`src/rtl/lcd_pkg.sv`:
```
// Shared constants for the HD44780-style LCD write sequencer: command codes,
// FSM state encodings and the power-on init command ROM.
package lcd_pkg;

  localparam logic [7:0] CMD_FUNC_SET = 8'h38;
  localparam logic [7:0] CMD_DISP_ON  = 8'h0C;
  localparam logic [7:0] CMD_CLEAR    = 8'h01;
  localparam logic [7:0] CMD_ENTRY    = 8'h06;
  localparam logic [7:0] CMD_LINE1    = 8'h80;
  localparam logic [7:0] CMD_LINE2    = 8'hC0;

  localparam int INIT_LEN = 6;

  typedef logic [2:0] state_t;
  localparam state_t ST_PWR_WAIT = 3'd0;
  localparam state_t ST_INIT     = 3'd1;
  localparam state_t ST_IDLE     = 3'd2;
  localparam state_t ST_DATA     = 3'd3;
  localparam state_t ST_CLEAR    = 3'd4;
  localparam state_t ST_LINE_FIX = 3'd5;

  typedef logic [1:0] phase_t;
  localparam phase_t PH_IDLE   = 2'd0;
  localparam phase_t PH_SETUP  = 2'd1;
  localparam phase_t PH_STROBE = 2'd2;
  localparam phase_t PH_EXEC   = 2'd3;

  function automatic logic [7:0] initCmd(input logic [2:0] idx);
    logic [7:0] cmd;
    case (idx)
      3'd0, 3'd1, 3'd2: cmd = CMD_FUNC_SET;
      3'd3:             cmd = CMD_DISP_ON;
      3'd4:             cmd = CMD_CLEAR;
      default:          cmd = CMD_ENTRY;
    endcase
    return cmd;
  endfunction

  // Clear (0x01) and return-home (0x02/0x03) need the long execution time.
  function automatic logic needsLongWait(input logic [7:0] cmd);
    return (cmd[7:2] == 6'd0) && (cmd[1:0] != 2'b00);
  endfunction

endpackage

```
`src/rtl/lcd_bus_cycle.sv`:
```
// One LCD write cycle: SETUP (E low), STROBE (E high), EXEC (E low, wait),
// with RS/data held throughout and a single-cycle done in the final cycle.
module lcd_bus_cycle #(
  parameter int E_SETUP_CYC    = 2,
  parameter int E_HIGH_CYC     = 12,
  parameter int SHORT_WAIT_CYC = 2000,
  parameter int LONG_WAIT_CYC  = 82000
) (
  input  logic       clk_i,
  input  logic       reset_n_i,
  input  logic       start_i,
  input  logic       rs_i,
  input  logic [7:0] data_i,
  input  logic       long_wait_i,
  output logic       busy_o,
  output logic       done_o,
  output logic       rs_o,
  output logic       e_o,
  output logic [7:0] data_o
);
  import lcd_pkg::*;

  // E must be high for at least one cycle to latch anything.
  localparam int STROBE_CYC = (E_HIGH_CYC > 0) ? E_HIGH_CYC : 1;
  localparam int MAX_AB  = (E_SETUP_CYC > STROBE_CYC) ? E_SETUP_CYC : STROBE_CYC;
  localparam int MAX_CD  = (SHORT_WAIT_CYC > LONG_WAIT_CYC) ? SHORT_WAIT_CYC : LONG_WAIT_CYC;
  localparam int MAX_CYC = (MAX_AB > MAX_CD) ? MAX_AB : MAX_CD;
  localparam int CNT_W   = (MAX_CYC > 1) ? $clog2(MAX_CYC) : 1;

  localparam logic [CNT_W-1:0] SETUP_LAST  = CNT_W'(E_SETUP_CYC - 1);
  localparam logic [CNT_W-1:0] STROBE_LAST = CNT_W'(STROBE_CYC - 1);
  localparam logic [CNT_W-1:0] SHORT_LAST  = CNT_W'(SHORT_WAIT_CYC - 1);
  localparam logic [CNT_W-1:0] LONG_LAST   = CNT_W'(LONG_WAIT_CYC - 1);

  phase_t           phase_q, phase_d;
  logic [CNT_W-1:0] cnt_q, cnt_d;
  logic             rs_q, rs_d;
  logic [7:0]       data_q, data_d;
  logic             longWait_q, longWait_d;
  logic [CNT_W-1:0] waitLast;
  logic             waitZero;

  assign waitLast = longWait_q ? LONG_LAST : SHORT_LAST;
  assign waitZero = longWait_q ? (LONG_WAIT_CYC == 0) : (SHORT_WAIT_CYC == 0);

  always_comb begin
    phase_d    = phase_q;
    cnt_d      = cnt_q + CNT_W'(1);
    rs_d       = rs_q;
    data_d     = data_q;
    longWait_d = longWait_q;
    done_o     = 1'b0;
    case (phase_q)
      PH_IDLE: begin
        cnt_d = '0;
        if (start_i) begin
          rs_d       = rs_i;
          data_d     = data_i;
          longWait_d = long_wait_i;
          phase_d    = (E_SETUP_CYC != 0) ? PH_SETUP : PH_STROBE;
        end
      end
      PH_SETUP: begin
        if (cnt_q == SETUP_LAST) begin
          cnt_d   = '0;
          phase_d = PH_STROBE;
        end
      end
      PH_STROBE: begin
        if (cnt_q == STROBE_LAST) begin
          cnt_d = '0;
          if (waitZero) begin
            phase_d = PH_IDLE;
            done_o  = 1'b1;
          end else begin
            phase_d = PH_EXEC;
          end
        end
      end
      PH_EXEC: begin
        if (cnt_q == waitLast) begin
          cnt_d   = '0;
          phase_d = PH_IDLE;
          done_o  = 1'b1;
        end
      end
      default: phase_d = PH_IDLE;
    endcase
  end

  always_ff @(posedge clk_i) begin
    if (!reset_n_i) begin
      phase_q    <= PH_IDLE;
      cnt_q      <= '0;
      rs_q       <= 1'b0;
      data_q     <= 8'h00;
      longWait_q <= 1'b0;
    end else begin
      phase_q    <= phase_d;
      cnt_q      <= cnt_d;
      rs_q       <= rs_d;
      data_q     <= data_d;
      longWait_q <= longWait_d;
    end
  end

  assign busy_o = (phase_q != PH_IDLE);
  assign e_o    = (phase_q == PH_STROBE);
  assign rs_o   = rs_q;
  assign data_o = data_q;

endmodule

```
`src/rtl/lcd_write_sequencer.sv`:
```
// LCD write sequencer: power-on wait, init ROM, char/clear handshake and
// cursor tracking with DDRAM re-addressing at line ends on a 2xCOLS display.
module lcd_write_sequencer #(
  parameter int PWR_WAIT_CYC   = 750000,
  parameter int E_SETUP_CYC    = 2,
  parameter int E_HIGH_CYC     = 12,
  parameter int SHORT_WAIT_CYC = 2000,
  parameter int LONG_WAIT_CYC  = 82000,
  parameter int COLS           = 16
) (
  input  logic       clk,
  input  logic       reset_n,
  input  logic       char_valid,
  input  logic [7:0] char_data,
  output logic       char_ready,
  input  logic       clear_req,
  output logic       init_done,
  output logic       RW_lcd,
  output logic       RS_lcd,
  output logic       E_lcd,
  output logic [7:0] data_lcd
);
  import lcd_pkg::*;

  localparam int PWR_W = (PWR_WAIT_CYC > 1) ? $clog2(PWR_WAIT_CYC) : 1;
  localparam logic [PWR_W-1:0] PWR_LAST  = PWR_W'(PWR_WAIT_CYC - 1);
  localparam logic [4:0]       COL_LINE2 = 5'(COLS);
  localparam logic [4:0]       COL_LAST  = 5'(2 * COLS - 1);
  localparam logic [2:0]       INIT_LAST = 3'(INIT_LEN - 1);
  localparam state_t ST_RESET = (PWR_WAIT_CYC == 0) ? ST_INIT : ST_PWR_WAIT;

  state_t           state_q, state_d;
  logic [PWR_W-1:0] pwrCnt_q, pwrCnt_d;
  logic [2:0]       initIdx_q, initIdx_d;
  logic [4:0]       col_q, col_d;
  logic             initDone_q, initDone_d;

  logic       busStart, busRs, busLong, busBusy, busDone;
  logic [7:0] busData;

  // col is advanced at accept, so in ST_DATA it already holds the post-write
  // column: COLS means line 1 just filled, 0 means line 2 just wrapped.
  always_comb begin
    state_d    = state_q;
    pwrCnt_d   = pwrCnt_q;
    initIdx_d  = initIdx_q;
    col_d      = col_q;
    initDone_d = initDone_q;
    busStart   = 1'b0;
    busRs      = 1'b0;
    busData    = 8'h00;
    busLong    = 1'b0;
    case (state_q)
      ST_PWR_WAIT: begin
        pwrCnt_d = pwrCnt_q + PWR_W'(1);
        if (pwrCnt_q == PWR_LAST) begin
          pwrCnt_d = '0;
          state_d  = ST_INIT;
        end
      end
      ST_INIT: begin
        if (!busBusy) begin
          busStart = 1'b1;
          busData  = initCmd(initIdx_q);
          busLong  = needsLongWait(busData);
        end else if (busDone) begin
          if (initIdx_q == INIT_LAST) begin
            initIdx_d  = 3'd0;
            initDone_d = 1'b1;
            col_d      = 5'd0;
            state_d    = ST_IDLE;
          end else begin
            initIdx_d = initIdx_q + 3'd1;
          end
        end
      end
      ST_IDLE: begin
        if (clear_req) begin
          busStart = 1'b1;
          busData  = CMD_CLEAR;
          busLong  = 1'b1;
          col_d    = 5'd0;
          state_d  = ST_CLEAR;
        end else if (char_valid) begin
          busStart = 1'b1;
          busRs    = 1'b1;
          busData  = char_data;
          col_d    = (col_q == COL_LAST) ? 5'd0 : col_q + 5'd1;
          state_d  = ST_DATA;
        end
      end
      ST_DATA: begin
        if (busDone) begin
          state_d = ((col_q == COL_LINE2) || (col_q == 5'd0)) ? ST_LINE_FIX : ST_IDLE;
        end
      end
      ST_CLEAR: begin
        if (busDone) begin
          state_d = ST_IDLE;
        end
      end
      ST_LINE_FIX: begin
        if (!busBusy) begin
          busStart = 1'b1;
          busData  = (col_q == COL_LINE2) ? CMD_LINE2 : CMD_LINE1;
        end else if (busDone) begin
          state_d = ST_IDLE;
        end
      end
      default: state_d = ST_RESET;
    endcase
  end

  always_ff @(posedge clk) begin
    if (!reset_n) begin
      state_q    <= ST_RESET;
      pwrCnt_q   <= '0;
      initIdx_q  <= 3'd0;
      col_q      <= 5'd0;
      initDone_q <= 1'b0;
    end else begin
      state_q    <= state_d;
      pwrCnt_q   <= pwrCnt_d;
      initIdx_q  <= initIdx_d;
      col_q      <= col_d;
      initDone_q <= initDone_d;
    end
  end

  lcd_bus_cycle #(
    .E_SETUP_CYC   (E_SETUP_CYC),
    .E_HIGH_CYC    (E_HIGH_CYC),
    .SHORT_WAIT_CYC(SHORT_WAIT_CYC),
    .LONG_WAIT_CYC (LONG_WAIT_CYC)
  ) u_bus (
    .clk_i      (clk),
    .reset_n_i  (reset_n),
    .start_i    (busStart),
    .rs_i       (busRs),
    .data_i     (busData),
    .long_wait_i(busLong),
    .busy_o     (busBusy),
    .done_o     (busDone),
    .rs_o       (RS_lcd),
    .e_o        (E_lcd),
    .data_o     (data_lcd)
  );

  assign char_ready = (state_q == ST_IDLE);
  assign init_done  = initDone_q;
  assign RW_lcd     = 1'b0;

endmodule

```
`config.mk`:
```
export PLATFORM = sky130hd
export DESIGN_NAME = lcd_write_sequencer
export DESIGN_NICKNAME = d
export VERILOG_FILES = /design/src/rtl/lcd_pkg.sv /design/src/rtl/lcd_bus_cycle.sv /design/src/rtl/lcd_write_sequencer.sv
export SDC_FILE = /design/constraint.sdc
export NUM_CORES = 1
export LEC_CHECK = 0
export CAP_MARGIN = 30
export CELL_PAD_IN_SITES_DETAIL_PLACEMENT = 0
export CELL_PAD_IN_SITES_GLOBAL_PLACEMENT = 2
export CORE_MARGIN = 10
export CORE_UTILIZATION = 35
export CTS_CLUSTER_DIAMETER = 60
export DETAILED_ROUTE_END_ITERATION = 12
export GPL_TIMING_DRIVEN = 0
export PLACE_DENSITY = 0.91
export SYNTH_ARGS = -nofsm -noshare
export SYNTH_HDL_FRONTEND = slang
export SYNTH_SLANG_ARGS = --single-unit
export TNS_END_PERCENT = 20
```
`constraint.sdc`:
```
create_clock -name clk -period 2.75 [get_ports clk]
set_input_delay 0.275 -clock clk [delete_from_list [all_inputs] [get_ports clk]]
set_output_delay 0.275 -clock clk [all_outputs]
set_load 0.005 [all_outputs]
```
After elaboration in Yosys (flattened, before gate mapping)
Cells that the tools add are included.
{ "totals": {"regBits": 61, "in_bits": 12, "elab_cells": 112, "out_inout_bits": 13} }
{ "op_classes": {"n_mux": 50, "n_reduce_logical": 18, "n_addsub": 4, "n_eq_ne": 30} }
{ "ops": {"columns": ["cell", "n"], "rows": [
  ["17-bit 2-to-1 mux", 4],
  ["17-bit case mux with 4 select lines", 1],
  ["8-bit 2-to-1 mux", 6],
  ["3-bit 2-to-1 mux", 11],
  ["5-bit 2-to-1 mux", 6],
  ["8-bit case mux with 3 select lines", 1],
  ["20-bit by 1-bit adder with 20-bit output (second input constant)", 1],
  ["20-bit equality test (second input constant)", 1],
  ["20-bit 2-to-1 mux", 1],
  ["3-bit case mux with 6 select lines", 1],
  ["6-bit case mux with 3 select lines", 1],
  ["17-bit by 1-bit adder with 17-bit output (second input constant)", 1],
  ["17-bit by 1-bit equality test with 1-bit output (second input constant)", 1],
  ["17-bit equality test", 1],
  ["17-bit by 4-bit equality test with 1-bit output (second input constant)", 1],
  ["2-bit != test (second input constant)", 7],
  ["3-bit by 2-bit equality test with 1-bit output (second input constant)", 4],
  ["3-bit equality test (second input constant)", 4],
  ["5-bit equality test (second input constant)", 2],
  ["5-bit case mux with 2 select lines", 1],
  ["1-bit 2-to-1 mux", 9],
  ["2-bit 2-to-1 mux", 4],
  ["2-bit case mux with 4 select lines", 1],
  ["4-bit AND reduction", 2],
  ["22 further kinds", 30]
]} }

Depth between registers and ports, before layout
Gate-level depths: netlist (run 1).
{ "depth": {"word_depth": 9, "mapped_depth": 9, "ltp_nobuf": 7} }

Modules after synthesis
A second synthesis (run 1) with hierarchy kept.
{ "unflattened": {"hier_cells": 407, "hier_area_um2": 3393.3} }
{ "modules_own_cells": {"columns": ["module", "seq_area_each_um2", "area_per_inst_um2", "n_inst", "cells_each"], "rows": [
  ["lcd_write_sequencer", 640.6, 1991.9, 1, 251],
  ["lcd_bus_cycle", 580.6, 1401.3, 1, 156]
]} }

Worst setup path after synthesis (run 1)
No wires, ideal clock.
{ "synth_timing": {"path_type": "reg2reg", "from": "register u_bus.cnt_q[9]", "to": "register initIdx_q[1]", "n_path_buf": 2, "setup_time_ns": 0.123, "setup_slack_ns": 0.623, "t_arrival_ns": 2.004, "synth_period_minus_slack_ns": 2.127, "t_required_ns": 2.627, "path_stages_with_launch": 9, "cell_sequence": "dfxtp_1 -> or3_4 -> o22a_1 -> nand4bb_1 -> buf_2 -> or4_4 -> buf_6 -> o211ai_2 -> o31ai_2"} }
{ "synth_via": {"elab_chain_cells": 4} }
{ "synth_rtl": {"columns": ["item", "line", "rtl"], "rows": [
  ["from (decl)", "lcd_bus_cycle.sv:36", "logic [CNT_W-1:0] cnt_q, cnt_d;"],
  ["from (signal assigned)", "lcd_bus_cycle.sv:100", "cnt_q <= cnt_d;"],
  ["17-bit equality test", "lcd_bus_cycle.sv:81", "if (cnt_q == waitLast) begin"],
  ["1-bit 2-to-1 mux", "lcd_bus_cycle.sv:81", null],
  ["1-bit 2-to-1 mux", null, null],
  ["3-bit AND reduction (no line)", null, null],
  ["to (signal assigned)", "lcd_write_sequencer.sv:124", "initIdx_q <= initIdx_d;"],
  ["to (decl)", "lcd_write_sequencer.sv:34", "logic [2:0] initIdx_q, initIdx_d;"]
]} }
No other way between the ends.
A chain may end at the register's enable or synchronous reset.

Worst setup path after layout (run 1)
{ "layout_timing": {"from": "register pwrCnt_q[1]", "to": "register pwrCnt_q[19]"} }
{ "layout_via": {"elab_chain_cells": 2, "elab_cells_between_ends": 3, "cone_classes": "add/sub (1); eq/ne (1); mux (1)"} }
{ "layout_rtl": {"columns": ["item", "line", "rtl"], "rows": [
  ["from (decl)", "lcd_write_sequencer.sv:33", "logic [PWR_W-1:0] pwrCnt_q, pwrCnt_d;"],
  ["from (signal assigned)", "lcd_write_sequencer.sv:123", "pwrCnt_q <= pwrCnt_d;"],
  ["20-bit by 1-bit adder with 20-bit output / 20-bit equality test (equally long branches)", "lcd_write_sequencer.sv:55, lcd_write_sequencer.sv:56", null],
  ["20-bit 2-to-1 mux *", "lcd_write_sequencer.sv:56", "if (pwrCnt_q == PWR_LAST) begin"]
]} }
Mark *: on every way between the ends. The rest lies on a longest branch, timed or not.

==> impl_metrics.env, run 1 <==
export IMPL_synthArstFlopShare_pct=0
export IMPL_ys_flop_type="dfxtp_1"
export IMPL_nets=459
export IMPL_status="complete, no violations"
export IMPL_cts_resized=0
export IMPL_cts_setup_buffers=0
export IMPL_yosysTopAreaCellShare_pct=37.9
export IMPL_drt_iter0_markers=143
export IMPL_viasPerCell=5.35
export IMPL_grt_max_degree=12
export IMPL_syn_area_per_cell_um2=8.00
export IMPL_power_leakage_nw=1.33
export IMPL_drive_above_1_share_pct=6.58
export IMPL_crit_fanout=9
export IMPL_synth_most_common_cell="dfxtp_1"
export IMPL_tns_ps=0
export IMPL_synth_edf_count=0
export IMPL_yosysTopAreaCell="dfxtp_1"
export IMPL_grt_pass1_vias=2727
export IMPL_timing_max_cap_violations=0
export IMPL_ys_top_cells_by_count="dfxtp_1, nor2_1, nand2_1"
export IMPL_cts_max_level=3
export IMPL_stdcell_count=549
export IMPL_portBuffers=22
export IMPL_synth_seq_cells=61
export IMPL_synth_area_leaders="dfxtp_1, nor2_1, nand2_1"
export IMPL_max_slew_margin_pct=58.7
export IMPL_skew_ps=8.27
export IMPL_vias=2938
export IMPL_fillerInstances=906
export IMPL_fin_ws_ps=427
export IMPL_root_buffer="clkbuf_8"
export IMPL_peakVddDrop_v=0.000244
export IMPL_ant_nets=0
export IMPL_worstSetupEndpointType="flop"
export IMPL_wl_per_cell_um=14.6
export IMPL_path_class="flop to flop"
export IMPL_overflow=0
export IMPL_pre_cts_slack_ps=402
export IMPL_antenna_cells=0
export IMPL_dp_hpwl_um=5810
export IMPL_io_pin_count=25
export IMPL_powerDensity_nw_per_um2=524
export IMPL_setup_violations=0
export IMPL_hold_viol_final=0
export IMPL_cts_sinks=61
export IMPL_clock_latency_ps=340
export IMPL_maxSlewViolCount=0
export IMPL_ys_warn_count=0
export IMPL_worstPathRequired_ps=2960
export IMPL_clock_path_buffers=2
export IMPL_worstHoldPathType="input pin to flop"
export IMPL_fmax_mhz=430
export IMPL_synth_net_count=426
export IMPL_yosysSeqAreaShare_pct=37.9
export IMPL_gp_congestion=0.813
export IMPL_rows=34
export IMPL_fin_crit_ps=2320
export IMPL_drt_total_wl_um=8030
export IMPL_clkTransAtPathRegs_ps=70
export IMPL_cts_buffers=9
export IMPL_die_h_um=116
export IMPL_gr_usage_all_layers_pct=12.5
export IMPL_drc=0
export IMPL_synth_distinct_cells=60
export IMPL_netlist_instances=403
export IMPL_cts_tree="done"
export IMPL_drt_pass1_iterations=4
export IMPL_synth_area_um2=3230
export IMPL_worstPathArrival_ps=2530
export IMPL_area_growth_pct=18.7
export IMPL_finalCritPeriodShare_pct=84.5
export IMPL_die_w_um=116
export IMPL_grt_pass1_wl_um=13500
export IMPL_dieArea_um2=13500
export IMPL_critPathLaunchType="flop"
export IMPL_antenna_found_initial=0
export IMPL_dp_cells=533
export IMPL_rsz0062_at_grt="no"
export IMPL_cts_hold_buf=0
export IMPL_core_area_um2=8850
export IMPL_initial_core_util_pct=36.5
export IMPL_worstMarginPinSlew_ps=615
[per-layer routing]
layer  routed length, um  global-route usage (%)
met1                4060                    16.5
met2                3460                    18.4
met3                 424                    4.08
met4                  82                    5.25
met5                   0                       0
[worst max-delay path, cell delays in order (launching register included)]
cell and delay, ps:
dfxtp_1 390, ha_1 200, or4bb_1 500, nor3_1 240
nand2b_1 80, clkbuf_1 230, o21ai_1 450, nor2_1 100
[cell usage in the layout (no fill, tap or decap), types with 3 or more instances in the layout]
cell / n
o21ai_0: 15
a31oi_1: 4
a21oi_1: 27
bufinv_16: 3
inv_1: 17
nand2_1: 42
nand4_1: 8
or4_1: 4
nor3b_1: 3
nor3_1: 7
and4_1: 3
o31ai_1: 3
clkdlybuf4s50_1: 22
xor2_1: 11
buf_2: 4
or3_1: 9
a21o_1: 3
and2_1: 5
o22ai_1: 3
nand3_1: 22
nor2_1: 51
dfxtp_1: 61
xnor2_1: 12
clkbuf_1: 13
nand2b_1: 9
clkbuf_8: 10
nor2b_1: 3
ha_1: 11
nor4_1: 3
and3_1: 9
[report_power, final]
part | internal, mW | total [mW] | switching (mW) | leakage (nW)
logic | 0.0444 | 0.104 | 0.0593 | 0.722
registers | 0.892 | 0.901 | 0.00863 | 0.492
clock network | 0.625 | 1.00 | 0.377 | 0.119
total | 1.56 | 2.01 | 0.445 | 1.33
[registers in the layout, indices dropped and copies added (netlist names)]
register          cells
col_q                 5
pwrCnt_q             20
state_q               3
u_bus.phase_q         2
u_bus.data_o          8
initIdx_q             3
u_bus.longWait_q      1
init_done             1
u_bus.rs_o            1
u_bus.cnt_q          17
[kinds of logic (layout without fill, tap and decap cells)]
family,after synthesis,count (layout),synth area share [%]
buffers and inverters,36,74,4.69
adder cells (fa/ha/maj),11,11,4.27
AO/OA/AOI/OAI,79,79,15.6
multiplexers,4,4,1.32
flip-flops,61,61,37.9
AND/OR/NAND/NOR,188,188,29.9
XOR/XNOR,23,23,6.25
other,1,1,0.116
[metrics by stage]
step	total power, mW	hold slack (ps)	cell area, um2	util (%)
after floorplan	0.986	414	3230	-
after global placement	1.02	451	3580	40.5
after detailed placement	1.03	450	3580	40.5
after CTS	2.03	348	3830	43.3
after global routing	2.09	388	3830	43.3
final	2.01	371	3830	43.3
[worst paths after layout]
path             endpoint  cells past startpoint         from  slack, ps
max          pwrCnt_q[19]                      7  pwrCnt_q[1]        430
min          pwrCnt_q[12]                      3      reset_n        370
max reg2reg  pwrCnt_q[19]                      7  pwrCnt_q[1]        430
min reg2reg    u_bus.rs_o                      2   u_bus.rs_o        460
[final cells by class]
cell class / count / area (um2) / area share [%]
clock buffers: 10 / 138 / 3.59
inverters: 17 / 63.8 / 1.67
plain buffers: 19 / 87.6 / 2.29
well taps: 108 / 135 / 3.53
repair buffers: 22 / 220 / 5.75
multi-input cells: 306 / 1850 / 48.4
clock inverters: 6 / 110 / 2.88
flip-flops and latches: 61 / 1220 / 31.9
Note: power is estimated with default switching activity, not from simulation.
==> inputs of run 2 (changes only) <==
--- a/config.mk
+++ b/config.mk
@@ -9,11 +9,11 @@
 export CELL_PAD_IN_SITES_DETAIL_PLACEMENT = 0
 export CELL_PAD_IN_SITES_GLOBAL_PLACEMENT = 2
 export CORE_MARGIN = 10
-export CORE_UTILIZATION = 35
+export CORE_UTILIZATION = 31
 export CTS_CLUSTER_DIAMETER = 60
 export DETAILED_ROUTE_END_ITERATION = 12
 export GPL_TIMING_DRIVEN = 0
-export PLACE_DENSITY = 0.91
+export PLACE_DENSITY = 0.86
 export SYNTH_ARGS = -nofsm -noshare
 export SYNTH_HDL_FRONTEND = slang
 export SYNTH_SLANG_ARGS = --single-unit
==> constraint.sdc (replaced) <==
create_clock -name clk -period 2 [get_ports clk]
set_input_delay 0.2 -clock clk [delete_from_list [all_inputs] [get_ports clk]]
set_output_delay 0.2 -clock clk [all_outputs]
set_load 0.005 [all_outputs]
==> run 2 against run 1 <==
The flow now finishes with violations (setup timing). Utilization is 3.0 points lower. Highest routed layer unchanged. First-iteration DRC count is 31% higher. Die area is 11% higher. Critical endpoint is now initIdx_q[1].
==> impl_metrics.env, run 2 (synthesis results as in run 1) <==
export IMPL_dp_hpwl_um=5750
export IMPL_drive_above_1_share_pct=17.1
export IMPL_root_buffer="clkbuf_8"
export IMPL_final_common_cell="dfxtp_1"
export IMPL_place_area_um2=3620
export IMPL_regMostFlops="pwrCnt_q"
export IMPL_final_area_um2=4120
export IMPL_fillerInstances=1056
export IMPL_setup_violations=6
export IMPL_status="complete, but fails checks"
export IMPL_violations="setup timing"
export IMPL_wl_per_cell_um=14.3
export IMPL_regArea_um2=1230
export IMPL_powerDensity_nw_per_um2=665
export IMPL_grt_pass1_vias=2852
export IMPL_gr_usage_all_layers_pct=11.6
export IMPL_clock_latency_ps=340
export IMPL_ant_nets=0
export IMPL_timing_max_cap_violations=0
export IMPL_grt_max_degree=11
export IMPL_overflow=0
export IMPL_stdcell_count=586
export IMPL_vias=2949
export IMPL_worstMarginPinSlew_ps=633
export IMPL_clock_path_buffers=2
export IMPL_cp_num_buf_inv=1
export IMPL_worstPathArrival_ps=2390
export IMPL_antenna_cells=0
export IMPL_antenna_found_initial=0
export IMPL_dp_cells=561
export IMPL_skew_ps=12.4
export IMPL_rows=37
export IMPL_nets=468
export IMPL_slowest_stage="or4_4"
export IMPL_rsz0062_at_grt="yes"
export IMPL_die_h_um=122
export IMPL_fmax_mhz=462
export IMPL_cts_tree="done"
export IMPL_drt_total_wl_um=8360
export IMPL_drt_pass1_iterations=5
export IMPL_drt_iter0_markers=188
export IMPL_portBuffers=22
export IMPL_area_growth_pct=27.7
export IMPL_fin_ws_ps=-163
export IMPL_die_w_um=122
export IMPL_gp_congestion=0.794
export IMPL_max_slew_margin_pct=57.8
export IMPL_peakVddDrop_v=0.000315
export IMPL_worstSetupEndpointType="flop"
export IMPL_worstHoldPathType="input pin to flop"
export IMPL_initial_core_util_pct=31.5
export IMPL_finalCritPeriodShare_pct=108
export IMPL_cts_buffers=9
export IMPL_crit_fanout=7
export IMPL_power_leakage_nw=1.45
export IMPL_pre_cts_slack_ps=-376
export IMPL_max_stage_delay_ps=480
export IMPL_largest_reg_flops=20
export IMPL_core_area_um2=10200
export IMPL_viasPerCell=5.03
export IMPL_dieArea_um2=14900
export IMPL_cts_max_level=3
export IMPL_path_class="flop to flop"
export IMPL_grt_pass1_wl_um=14200
export IMPL_maxSlewViolCount=0
export IMPL_timing_critical_path_max_delay_family="simple AND/OR/NAND/NOR gates"
export IMPL_fin_crit_ps=2160
export IMPL_worstPathRequired_ps=2230
export IMPL_whs_ps=281
export IMPL_final_cell_mix="dfxtp_1, nor2_1, nand2_1"
export IMPL_hold_viol_final=0
export IMPL_multi_input_area_um2=2000
export IMPL_critPathLaunchType="flop"
export IMPL_cts_sinks=61
export IMPL_path_cells="or3_4 > o22a_1 > nand4bb_1 > buf_6 > or4_4 > o211ai_2 > o31ai_2"
export IMPL_clkTransAtPathRegs_ps=80
export IMPL_io_pin_count=25
export IMPL_tns_ps=-582
export IMPL_drc=0
==> run 2: cell types whose count changed in the layout (fill, tap and decap cells not counted), moves of 3 or more <==
cell	delta
clkbuf_8	+3
dfxtp_2	+10
ha_1	-3
buf_2	-3
buf_4	+12
dfxtp_1	-10
clkbuf_1	-5
==> run 2: worst min-delay path, stage by stage <==
cell and delay [ps]:
clkbuf_1 200, nand2_1 110, o21ai_0 60
==> run 2: where the power goes <==
part           internal, mW  total (mW)  leakage, nW  switching (mW)
registers              1.23        1.24        0.496          0.0119
clock network         0.837        1.33        0.126           0.498
logic                0.0790       0.166        0.826          0.0874
total                  2.14        2.74         1.45           0.597
==> run 2: timing repair <==
| item | in CTS | in global routing |
|---|---|---|
| hold buffers | 0 | 0 |
| resized for setup | 31 | 20 |
| endpoints found under the setup margin | 60 | 59 |
| buffers inserted | 10 | 4 |
| pin swaps | 12 | 4 |
==> run 2: final cells by class <==
class / count / area share [%]
multi-input combinational: 306 / 48.5
timing repair buffer: 35 / 7.81
inverter: 17 / 1.55
tap: 136 / 4.13
sequential: 61 / 30.0
clock buffer: 13 / 4.34
clock inverter: 3 / 1.58
buffer: 15 / 2.19
==> run 2: worst paths after layout <==
path,start,endpoint,slack [ps],cells past startpoint
hold reg to reg,u_bus.cnt_q[0],u_bus.cnt_q[0],450,1
setup reg to reg,u_bus.cnt_q[10],initIdx_q[1],-160,7
setup / recovery,u_bus.cnt_q[10],initIdx_q[1],-160,7
hold / removal,reset_n,pwrCnt_q[12],280,3
==> run 2: layer usage <==
metal	wire length [um]	part of all wire (%)	global-route usage, %
met5	0	0	0
met4	119	1.4	4.47
met1	3960	47	14.6
met2	4020	48	18.9
met3	263	3.1	2.54
==> run 2: through the flow <==
| step | util [%] | total power, mW |
|---|---|---|
| floorplan | - | 1.36 |
| global placement | 35.4 | 1.41 |
| detailed placement | 35.4 | 1.41 |
| CTS | 39.3 | 2.78 |
| global route | 40.3 | 2.85 |
| finish | 40.3 | 2.74 |
